===== config.mk =====
export PLATFORM = sky130hd
export DESIGN_NAME = uart_rx_fifo_flat
export DESIGN_NICKNAME = d
export VERILOG_FILES = /design/src/rtl/uart_rx_fifo_if.sv /design/src/rtl/uart_rx_fifo.sv /design/src/flat_wrapper.sv
export SDC_FILE = /design/constraint.sdc
export NUM_CORES = 1
export LEC_CHECK = 0
export CAP_MARGIN = 20
export CORE_UTILIZATION = 54
export CTS_BUF_LIST = sky130_fd_sc_hd__clkbuf_16
export CTS_CLUSTER_DIAMETER = 150
export DETAILED_ROUTE_END_ITERATION = 12
export MAX_ROUTING_LAYER = met4
export PLACE_DENSITY_LB_ADDON = 0.08
export SLEW_MARGIN = 20
export SYNTH_ARGS = -nofsm -noshare
export SYNTH_HDL_FRONTEND = slang
export SYNTH_SLANG_ARGS = --single-unit
export TNS_END_PERCENT = 10

===== constraint.sdc =====
create_clock -name clk -period 2.13 [get_ports clk]
set_input_delay 0.3195 -clock clk [delete_from_list [all_inputs] [get_ports clk]]
set_output_delay 0.3195 -clock clk [all_outputs]
set_load 0.05 [all_outputs]

===== src/rtl/uart_rx_fifo_if.sv =====
// Byte-stream bundle between the UART receiver, the rx FIFO and its consumer.
// master = receiver/consumer side, slave = the FIFO itself.
interface uart_rx_fifo_if #(
  parameter int DATA_W     = 8,
  parameter int DEPTH_LOG2 = 4
);
  logic [DATA_W-1:0]   wr_data;
  logic                wr_en;
  logic [DATA_W-1:0]   rd_data;
  logic                rd_valid;
  logic                rd_ready;
  logic [DEPTH_LOG2:0] level;
  logic                full;
  logic                empty;
  logic                overflow;
  logic                ovf_clr;

  modport master (
    output wr_data, wr_en, rd_ready, ovf_clr,
    input  rd_data, rd_valid, level, full, empty, overflow
  );

  modport slave (
    input  wr_data, wr_en, rd_ready, ovf_clr,
    output rd_data, rd_valid, level, full, empty, overflow
  );
endinterface


===== src/rtl/uart_rx_fifo.sv =====
// First-word-fall-through byte FIFO behind the UART receiver.
// Define UART_RX_FIFO_OVF_EN to enable the sticky overflow flag.
module uart_rx_fifo #(
  parameter int DATA_W     = 8,
  parameter int DEPTH_LOG2 = 4
) (
  input  logic          clk,
  input  logic          rst,
  uart_rx_fifo_if.slave bus
);
  localparam int DEPTH = 1 << DEPTH_LOG2;

  logic [DATA_W-1:0]   mem [DEPTH];
  logic [DEPTH_LOG2:0] wr_ptr;
  logic [DEPTH_LOG2:0] rd_ptr;
  logic                full_w;
  logic                empty_w;
  logic                push;
  logic                pop;

  // Extra pointer MSB distinguishes full from empty when the index bits match.
  assign empty_w = (wr_ptr == rd_ptr);
  assign full_w  = (wr_ptr[DEPTH_LOG2] != rd_ptr[DEPTH_LOG2]) &&
                   (wr_ptr[DEPTH_LOG2-1:0] == rd_ptr[DEPTH_LOG2-1:0]);

  assign pop  = !empty_w && bus.rd_ready;
  assign push = bus.wr_en && (!full_w || pop);

  always_ff @(posedge clk) begin
    if (rst) begin
      wr_ptr <= '0;
      rd_ptr <= '0;
    end else begin
      if (push) wr_ptr <= wr_ptr + 1'b1;
      if (pop)  rd_ptr <= rd_ptr + 1'b1;
    end
  end

  always_ff @(posedge clk) begin
    if (push && !rst) mem[wr_ptr[DEPTH_LOG2-1:0]] <= bus.wr_data;
  end

  assign bus.rd_data  = empty_w ? '0 : mem[rd_ptr[DEPTH_LOG2-1:0]];
  assign bus.rd_valid = !empty_w;
  assign bus.empty    = empty_w;
  assign bus.full     = full_w;
  assign bus.level    = wr_ptr - rd_ptr;

`ifdef UART_RX_FIFO_OVF_EN
  logic overflow_q;

  // A drop in the same cycle as a clear leaves the flag set.
  always_ff @(posedge clk) begin
    if (rst)
      overflow_q <= 1'b0;
    else if (bus.wr_en && full_w && !pop)
      overflow_q <= 1'b1;
    else if (bus.ovf_clr)
      overflow_q <= 1'b0;
  end

  assign bus.overflow = overflow_q;
`else
  logic unused_ovf_clr;

  assign unused_ovf_clr = bus.ovf_clr;
  assign bus.overflow   = 1'b0;
`endif
endmodule


===== src/flat_wrapper.sv =====
// flat-port wrapper written by rule: the top's interface ports become plain ports
module uart_rx_fifo_flat 
#(
  parameter int DATA_W     = 8,
  parameter int DEPTH_LOG2 = 4
)
  (clk, rst, bus_wr_data, bus_wr_en, bus_rd_ready, bus_ovf_clr, bus_rd_data, bus_rd_valid, bus_level, bus_full, bus_empty, bus_overflow);
  uart_rx_fifo_if #(.DATA_W(DATA_W), .DEPTH_LOG2(DEPTH_LOG2)) bus_i ();
  input  logic clk;
  input  logic rst;
  input wire logic [$bits(bus_i.wr_data)-1:0] bus_wr_data;
  input wire logic [$bits(bus_i.wr_en)-1:0] bus_wr_en;
  input wire logic [$bits(bus_i.rd_ready)-1:0] bus_rd_ready;
  input wire logic [$bits(bus_i.ovf_clr)-1:0] bus_ovf_clr;
  output wire logic [$bits(bus_i.rd_data)-1:0] bus_rd_data;
  output wire logic [$bits(bus_i.rd_valid)-1:0] bus_rd_valid;
  output wire logic [$bits(bus_i.level)-1:0] bus_level;
  output wire logic [$bits(bus_i.full)-1:0] bus_full;
  output wire logic [$bits(bus_i.empty)-1:0] bus_empty;
  output wire logic [$bits(bus_i.overflow)-1:0] bus_overflow;
  assign bus_i.wr_data = bus_wr_data;
  assign bus_i.wr_en = bus_wr_en;
  assign bus_i.rd_ready = bus_rd_ready;
  assign bus_i.ovf_clr = bus_ovf_clr;
  assign bus_rd_data = bus_i.rd_data;
  assign bus_rd_valid = bus_i.rd_valid;
  assign bus_level = bus_i.level;
  assign bus_full = bus_i.full;
  assign bus_empty = bus_i.empty;
  assign bus_overflow = bus_i.overflow;
  uart_rx_fifo #(.DATA_W(DATA_W), .DEPTH_LOG2(DEPTH_LOG2)) u_core (.clk(clk), .rst(rst), .bus(bus_i));
endmodule

==> impl_table.tex, run 1 <==
\begin{tabular}{lr}
\hline
Metric & Value \\
\hline
\multicolumn{2}{l}{\textbf{Yosys}} \\
\quad Synthesized netlist net count & roughly 340 \\
\quad Yosys warning count & 0 \\
\quad Sequential-to-total area share from yosys stat & 70.6\% \\
\quad Fraction of synthesized cell area taken by the top area cell type & 65.8\% \\
\quad Cell type contributing the most total cell area after synthesis & edfxtp\_1 \\
\quad Synth area leaders & edfxtp\_1, mux4\_2, dfxtp\_1 \\
\quad Mean instance size in the synthesized netlist & 18.5 µm² \\
\quad Main synth FF type & edfxtp\_1 \\
\quad Gate count after technology mapping & roughly 320 \\
\quad Most instantiated library cell after synthesis & edfxtp\_1 \\
\quad Number of register bits inferred by synthesis & 142 \\
\quad Number of synthesized flops with an enable pin & 128 \\
\quad Cell area after technology mapping & 5840 µm² \\
\quad Share of flip-flops with an asynchronous set or reset after synthesis & 0\% \\
\quad Top post-synthesis cells by count & edfxtp\_1, nor2\_1, mux4\_2 \\
\quad Cell variety after synth & 35 \\
\multicolumn{2}{l}{\textbf{Layout}} \\
\quad Nets & 423 \\
\quad Layout cell share with drive strength beyond 1 & 39.0\% \\
\quad Fill cells & 694 \\
\quad Antenna cells & 0 \\
\quad Layout Area Growth over Synthesis & 29.1\% \\
\quad Area of all placed cells without fillers & 7540 µm² \\
\multicolumn{2}{l}{\textbf{Routing}} \\
\quad Number of antenna-violating nets in the routed design & 0 \\
\quad Vias & 3,096 \\
\quad Detailed-route wire length per cell & 20.7 µm \\
\quad Iteration count of the initial detailed-routing pass & 4 \\
\quad Via density per instance & around 5.6 \\
\quad Post-route DRC & 0 \\
\quad Number of DRC violations after detailed-routing iteration 0 & 162 \\
\quad Routed WL & 11.4 mm \\
\multicolumn{2}{l}{\textbf{Power and ir drop}} \\
\quad Net load switching power & $\sim$0.0022 W \\
\quad Peak supply drop & 0.796 mV \\
\quad Total internal power & 0.00589 W \\
\quad Total Power Consumption & 0.00806 W \\
\quad Power per Cell Area & 1070 nW/µm² \\
\quad Part of the total power dissipated in sequential elements & 38.5\% \\
\quad Part of the total power dissipated in combinational logic & a little under a quarter \\
\quad Standby leakage power & 2.54 nW \\
\quad Clock network fraction of design power & a little under two fifths \\
\quad Switching fraction of total power & 27.0\% \\
\multicolumn{2}{l}{\textbf{Timing}} \\
\quad Fmax & 404 MHz \\
\quad Setup repair after global routing missed its margin & yes \\
\quad Final setup skew & 0.00999 ns \\
\quad Min Tclk post-route & 2.48 ns \\
\quad Fin. max-slew vios & 0 \\
\quad Final Worst Setup Slack & -0.347 ns \\
\quad Slew @ Worst Pin & 0.604 ns \\
\quad Max\_slew headroom & approximately three fifths \\
\quad Count of endpoints failing setup in the final report & 12 \\
\quad Final Hold Vio Count & 0 \\
\quad Post-route fraction of the period consumed by the critical path & 116\% \\
\multicolumn{2}{l}{\textbf{Global route}} \\
\quad Initial antenna violation count & 0 \\
\quad GRT Resource Usage Total & 22.8\% \\
\quad Via count of the first global-routing pass & 3,262 \\
\quad Wire length of the first global-routing pass & 17.5 mm \\
\quad Aggregate global routing overflow & 0 \\
\quad Maximum number of pins on one net before global-route repair & 25 \\
\multicolumn{2}{l}{\textbf{Critical path}} \\
\quad Critical Path Max Stage Delay & 0.49 ns \\
\quad Largest driver fanout on the critical path & 7 \\
\quad Required time of the critical path & 1.81 ns \\
\quad Startpoint types & flop \\
\quad Type of destination of the critical path & primary output \\
\quad Critical path buffers and inverters & 3 \\
\quad Category of the most critical setup path & reg2out \\
\quad Data arrival, critical path & around 2.2 ns \\
\quad Family with the most delay on the worst path & multiplexers \\
\quad Cells along the critical path & buf\_12 > mux4\_2 > nor2b\_1 > a211oi\_1 > buf\_4 > a211oi\_4 > buf\_6 \\
\quad Worst-path cell with the longest stage delay & mux4\_2 \\
\multicolumn{2}{l}{\textbf{Clocking}} \\
\quad Count of H-tree levels built during CTS & 4 \\
\quad Number of sinks handled by clock tree synthesis & 142 \\
\quad CTS tree & done \\
\quad Clk Tree Root Cell & clkbuf\_16 \\
\quad Latest clock arrival within the worst-skew pair & 0.41 ns \\
\quad Total CTS buffers & 17 \\
\quad CTS max path bufs & 2 \\
\quad Clock edge transition at the registers on the reported setup and hold paths & around 0.060 ns \\
\multicolumn{2}{l}{\textbf{Placement}} \\
\quad Final weighted congestion of routability-driven global placement & 0.851 \\
\quad Number of buffers added on ports & 27 \\
\quad HPWL Detailed & roughly 7.4 mm \\
\quad Area of placed instances & around 6800 µm² \\
\multicolumn{2}{l}{\textbf{Die}} \\
\quad Number of rows in the core area & 37 \\
\quad Area of the die & between 10,000 and 15,000 µm² \\
\quad Std-Cell Core Area & 10,400 µm² \\
\quad Die boundary height & between 100 and 150 µm \\
\quad Overall die width & between 100 and 150 µm \\
\quad Initial Utilization & 56.1\% \\
\quad I/O Pins & 30 \\
\multicolumn{2}{l}{\textbf{Flow run}} \\
\quad Max-cap violation count & 0 \\
\multicolumn{2}{l}{\textbf{Status}} \\
\quad Violated checks & negative setup slack \\
\quad Status & finished with violations \\
\multicolumn{2}{l}{\textbf{Worst hold path}} \\
\quad Type of the most critical hold path & reg2reg \\
\hline
\end{tabular}
worst paths after layout:
| kind | from | to | slack, ns | depth (start not counted) |
|---|---|---|---|---|
| worst max-delay path | flop | bus_rd_data[2] | -0.35 | 7 |
| worst max register to register | u_core.rd_ptr[0]$_SDFFE_PP0N_ | u_core.mem[11][3]$_DFFE_PP_ | 0.11 | 6 |
| worst min register to register | u_core.wr_ptr[4]$_SDFFE_PP0P_ | u_core.wr_ptr[4]$_SDFFE_PP0P_ | 0.59 | 2 |
| worst min-delay path | u_core.wr_ptr[4]$_SDFFE_PP0P_ | u_core.wr_ptr[4]$_SDFFE_PP0P_ | 0.59 | 2 |
final cells by class:
cell class / count / area [µm²] / area share, %
Timing Repair Buffer: 82 / 827 / 11.0
Multi-Input combinational cell: 147 / 1750 / 23.2
Tap cell: 136 / 170 / 2.26
Clock buffer: 17 / 425 / 5.64
Inverter: 10 / 37.5 / 0.498
Sequential cell: 142 / 4140 / 54.8
Clock inverter: 15 / 193 / 2.56
per-layer routing:
layer,track usage (%),wire length (µm),vias to the layer above,part of all wire (%)
li1,-,-,1416,-
met1,24.3,4520,1595,40
met2,41.2,6300,73,55
met3,5.82,399,12,3.5
met4,7.84,153,0,1.3
met5,-,0,-,0
stage by stage:
| stage | hold WS (ns) | setup TNS, ns | cells | setup slack, ns | util, % |
|---|---|---|---|---|---|
| final | 0.589 | -3.23 | 549 | -0.347 | 72.4 |
| after global routing | 0.616 | -4.19 | 549 | -0.423 | 72.4 |
| after CTS | 0.580 | -3.68 | 548 | -0.382 | 72.1 |
| after detailed placement | 0.560 | -0.371 | 514 | -0.0735 | 65.0 |
| after global placement | 0.543 | -0.348 | 514 | -0.0686 | 65.0 |
| after floorplan | 0.389 | -1.51 | 315 | -0.0979 | - |
placed cells by master (no fill, tap or decap), types with 3 or more instances in the layout:
| cell type | netlist | final |
|---|---|---|
| edfxtp_1 | 128 | 128 |
| buf_4 | 5 | 50 |
| mux4_2 | 23 | 25 |
| nor2_1 | 25 | 23 |
| clkbuf_16 | 0 | 17 |
| buf_12 | 1 | 12 |
| clkdlybuf4s50_1 | 0 | 11 |
| buf_6 | 2 | 9 |
| inv_1 | 10 | 8 |
| nor2b_1 | 8 | 8 |
| a211oi_4 | 0 | 8 |
| a21oi_1 | 7 | 7 |
| mux2i_1 | 9 | 7 |
| mux4_1 | 9 | 7 |
| dfxtp_1 | 14 | 7 |
| ha_1 | 9 | 6 |
| dfxtp_2 | 0 | 6 |
| a211oi_2 | 0 | 5 |
| xnor2_1 | 6 | 4 |
| nand2b_1 | 4 | 4 |
| or3_1 | 4 | 4 |
| o21ai_0 | 4 | 4 |
| bufinv_16 | 0 | 4 |
| inv_2 | 0 | 3 |
| xnor2_2 | 1 | 3 |
| xor2_1 | 3 | 3 |
| nand4_1 | 3 | 3 |
| a211oi_1 | 16 | 3 |
| nand3_1 | 3 | 3 |
| ha_4 | 0 | 3 |
| clkinv_2 | 0 | 3 |
| inv_6 | 0 | 3 |
power by group through the flow:
stage / sequential, W / clock [W] / combinational (W)
after CTS: 0.00310 / 0.00312 / 0.00187
after floorplan: 0.00315 / 0 / 0.00110
after detailed placement: 0.00316 / 0 / 0.00177
after global placement: 0.00316 / 0 / 0.00174
final: 0.00310 / 0.00308 / 0.00188
after global routing: 0.00311 / 0.00323 / 0.00198
flip-flops by register name (all words and copies together), names as in the netlist, named ones only:
signal and flops:
u_core.mem 128, u_core.rd_ptr 5, u_core.wr_ptr 5
logic make-up (layout without fill, tap and decap cells):
kind of cell	count (synthesis)	after routing	synth area share [%]
flip-flops	142	142	70.6
AO/OA/AOI/OAI	33	33	3.90
multiplexers	41	41	14.5
buffers and inverters	26	124	2.61
AND/OR/NAND/NOR	52	52	4.44
other	1	1	0.0642
XOR/XNOR	10	10	1.63
adder cells (fa/ha/maj)	10	10	2.27
worst reg2reg max path, stage by stage, from the launching register on:
cell	delay [ns]
dfxtp_1	0.42
ha_4	0.25
nand4_1	0.23
o31a_1	0.28
nand3b_1	0.19
nor2_1	0.14
buf_4	0.21
timing repair:
action / in CTS / in global routing
setup buffers: 2 / 1
gates resized for setup: 27 / 5
hold buffers: 0 / 0
pin swaps: 11 / 7
setup endpoints to repair: 14 / 22
Note: power is estimated with default switching activity, not from simulation.
==> inputs of run 2 (changes only) <==
CORE_ASPECT_RATIO = 0.5   (was unset)
==> impl_table.tex, run 2 (synthesized netlist as in run 1, its figures left out) <==
\begin{tabular}{lr}
\hline
Metric & Value \\
\hline
\multicolumn{2}{l}{\textbf{Status}} \\
\quad Status & finished with violations \\
\quad Violated checks & negative setup slack \\
\multicolumn{2}{l}{\textbf{Critical path}} \\
\quad Worst reg-to-reg path cell count & 9 \\
\quad R2r setup slk & 0.01 ns \\
\quad Cells along the critical path & buf\_12 > buf\_16 > buf\_4 > mux4\_2 > mux2i\_1 > a211oi\_4 > buf\_6 \\
\quad Crit Reg-Reg Endpoint & u\_core.mem[10][0]\$\_DFFE\_PP\_ \\
\quad Critical Path Max Stage Delay & 0.37 ns \\
\quad Largest driver fanout on the critical path & 14 \\
\quad Worst-path cell with the longest stage delay & dfxtp\_4 \\
\quad Launching point of the worst reg2reg path & u\_core.wr\_ptr[0]\$\_SDFFE\_PP0P\_ \\
\quad Critical path buffers and inverters & 4 \\
\quad Data arrival, critical path & 2.22 ns \\
\quad Category of the most critical setup path & reg2out \\
\quad Startpoint types & flop \\
\quad Type of destination of the critical path & primary output \\
\quad Required time of the critical path & 1.81 ns \\
\quad Family with the most delay on the worst path & buffers and inverters \\
\multicolumn{2}{l}{\textbf{Routing}} \\
\quad Number of DRC violations after detailed-routing iteration 0 & between 200 and 300 \\
\quad Number of antenna-violating nets in the routed design & 0 \\
\quad Via density per instance & $\sim$5.8 \\
\quad Iteration count of the initial detailed-routing pass & 4 \\
\quad Detailed-route wire length per cell & 22.1 µm \\
\quad Routed WL & 12.2 mm \\
\quad Vias & around 3,200 \\
\quad Post-route DRC & 0 \\
\multicolumn{2}{l}{\textbf{Global route}} \\
\quad Wire length of the first global-routing pass & around 18 mm \\
\quad Aggregate global routing overflow & 0 \\
\quad GRT Resource Usage Total & 24.3\% \\
\quad Maximum number of pins on one net before global-route repair & 24 \\
\quad Initial antenna violation count & 0 \\
\quad Via count of the first global-routing pass & 3,261 \\
\multicolumn{2}{l}{\textbf{Die}} \\
\quad I/O Pins & 30 \\
\quad Number of rows in the core area & 26 \\
\quad Std-Cell Core Area & 10,300 µm² \\
\quad Overall die width & around 150 µm \\
\quad Die boundary height & 75.5 µm \\
\quad Initial Utilization & 56.4\% \\
\quad Area of the die & 11,300 µm² \\
\multicolumn{2}{l}{\textbf{Layout}} \\
\quad Highest-count cells in the layout ignoring fill and taps & edfxtp\_1, buf\_4, mux4\_2 \\
\quad Layout Area Growth over Synthesis & 31.0\% \\
\quad Layout cell share with drive strength beyond 1 & 42.6\% \\
\quad Max FFs per register & 128 \\
\quad Commonest non-fill, non-tap cell in the layout & edfxtp\_1 \\
\quad Fill cells & 598 \\
\quad Nets & $\sim$420 \\
\quad Multi-input gate area in the final layout & 1800 µm² \\
\quad Area of all placed cells without fillers & around 7600 µm² \\
\quad Antenna cells & 0 \\
\quad Area taken by flip-flops and latches & 4140 µm² \\
\multicolumn{2}{l}{\textbf{Timing}} \\
\quad Setup repair after global routing missed its margin & yes \\
\quad Hold slack final & 0.605 ns \\
\quad Fin. max-slew vios & 0 \\
\quad Fmax & 394 MHz \\
\quad Final setup skew & 0.00628 ns \\
\quad Final Hold Vio Count & 0 \\
\quad Max\_slew headroom & between 50\% and 60\% \\
\quad Post-route fraction of the period consumed by the critical path & 119\% \\
\quad Slew @ Worst Pin & 0.629 ns \\
\quad Summed negative setup slack over all endpoints & -3.44 ns \\
\quad Final Worst Setup Slack & -0.406 ns \\
\quad Count of endpoints failing setup in the final report & 12 \\
\quad Min Tclk post-route & around 2.5 ns \\
\multicolumn{2}{l}{\textbf{Power and ir drop}} \\
\quad Power per Cell Area & 1060 nW/µm² \\
\quad Standby leakage power & 2.57 nW \\
\quad Peak supply drop & between 0.7 and 0.8 mV \\
\multicolumn{2}{l}{\textbf{Placement}} \\
\quad Area of placed instances & 6730 µm² \\
\quad Final weighted congestion of routability-driven global placement & 0.858 \\
\quad HPWL Detailed & 7.84 mm \\
\quad Number of buffers added on ports & 27 \\
\multicolumn{2}{l}{\textbf{Worst hold path}} \\
\quad Hold path startpoint & u\_core.rd\_ptr[4]\$\_SDFFE\_PP0N\_ \\
\quad Hold Path End & u\_core.rd\_ptr[4]\$\_SDFFE\_PP0N\_ \\
\quad Worst hold path cell count & 2 \\
\quad Type of the most critical hold path & reg2reg \\
\multicolumn{2}{l}{\textbf{Clocking}} \\
\quad Latest clock arrival within the worst-skew pair & 0.42 ns \\
\quad Total CTS buffers & 17 \\
\quad CTS max path bufs & 2 \\
\quad Clock edge transition at the registers on the reported setup and hold paths & 0.05 ns \\
\quad CTS Hold Bufs & 0 \\
\quad Count of H-tree levels built during CTS & 4 \\
\quad Number of sinks handled by clock tree synthesis & 142 \\
\quad Clk Tree Root Cell & clkbuf\_16 \\
\quad CTS tree & done \\
\multicolumn{2}{l}{\textbf{Flow run}} \\
\quad Max-cap violation count & 0 \\
\hline
\end{tabular}
-- run 2: changes by cell type in the layout (fill, tap and decap cells not counted), moves of 3 or more --
cell / change
buf_4: -14
buf_6: +11
mux4_1: -6
mux4_2: +6
mux2i_1: -4
mux2i_2: +4
a211oi_1: -3
a211oi_2: +3
inv_6: -3
-- run 2: through the flow --
stage	setup slack [ns]	utilization [%]	std cells	total power (W)
2_1_floorplan	-0.0979	-	315	0.00425
3_3_place_gp	-0.198	65.0	512	0.00485
3_5_place_dp	-0.201	65.0	512	0.00488
4_1_cts	-0.447	72.0	544	0.00795
5_1_grt	-0.507	73.9	551	0.00835
6_report	-0.406	73.9	551	0.00812
-- run 2: worst max path at each step --
stage / startpoint / endpoint / cells after the start
global placement: flop / bus_rd_data[1] / 7
detailed placement: flop / bus_rd_data[1] / 7
global route: flop / bus_rd_data[7] / 7
floorplan: flop / bus_rd_data[5] / 4
CTS: flop / bus_rd_data[3] / 8
finish: flop / bus_rd_data[7] / 7
-- run 2: worst min-delay path: cells and delay by family (launching register included) --
family | cells | cell delay [ns]
flops | 1 | 0.36
xor+xnor | 1 | 0.17
simple gates | 1 | 0.04
-- run 2: final cells by class --
type                    instances  area share (%)
clock buffers                  17            5.56
clock inverters                13            2.06
inverters                      10           0.556
multi-input cells             147            23.5
flip-flops and latches        142            54.1
well taps                     140            2.29
repair buffers                 82            11.9
-- run 2: per-layer routing --
| metal | up-vias | GRT usage [%] | share of wire, % |
|---|---|---|---|
| li1 | 1413 | - | - |
| met1 | 1651 | 32.2 | 45 |
| met2 | 101 | 37.3 | 48 |
| met3 | 16 | 5.93 | 5.4 |
| met4 | 0 | 8.96 | 1.4 |
| met5 | - | - | 0 |
-- run 2: repair_timing --
item / CTS / global route
pin swaps: 9 / 14
setup buffers: 2 / 6
gates resized for setup: 31 / 40
gates cloned: 1 / 1
setup endpoints to repair: 21 / 143
-- run 2: where the power goes --
group          internal, W  switching [W]  total, W
clock              0.00191        0.00105   0.00296
sequential         0.00308      0.0000300   0.00311
combinational     0.000959        0.00110   0.00206
total              0.00595        0.00218   0.00812
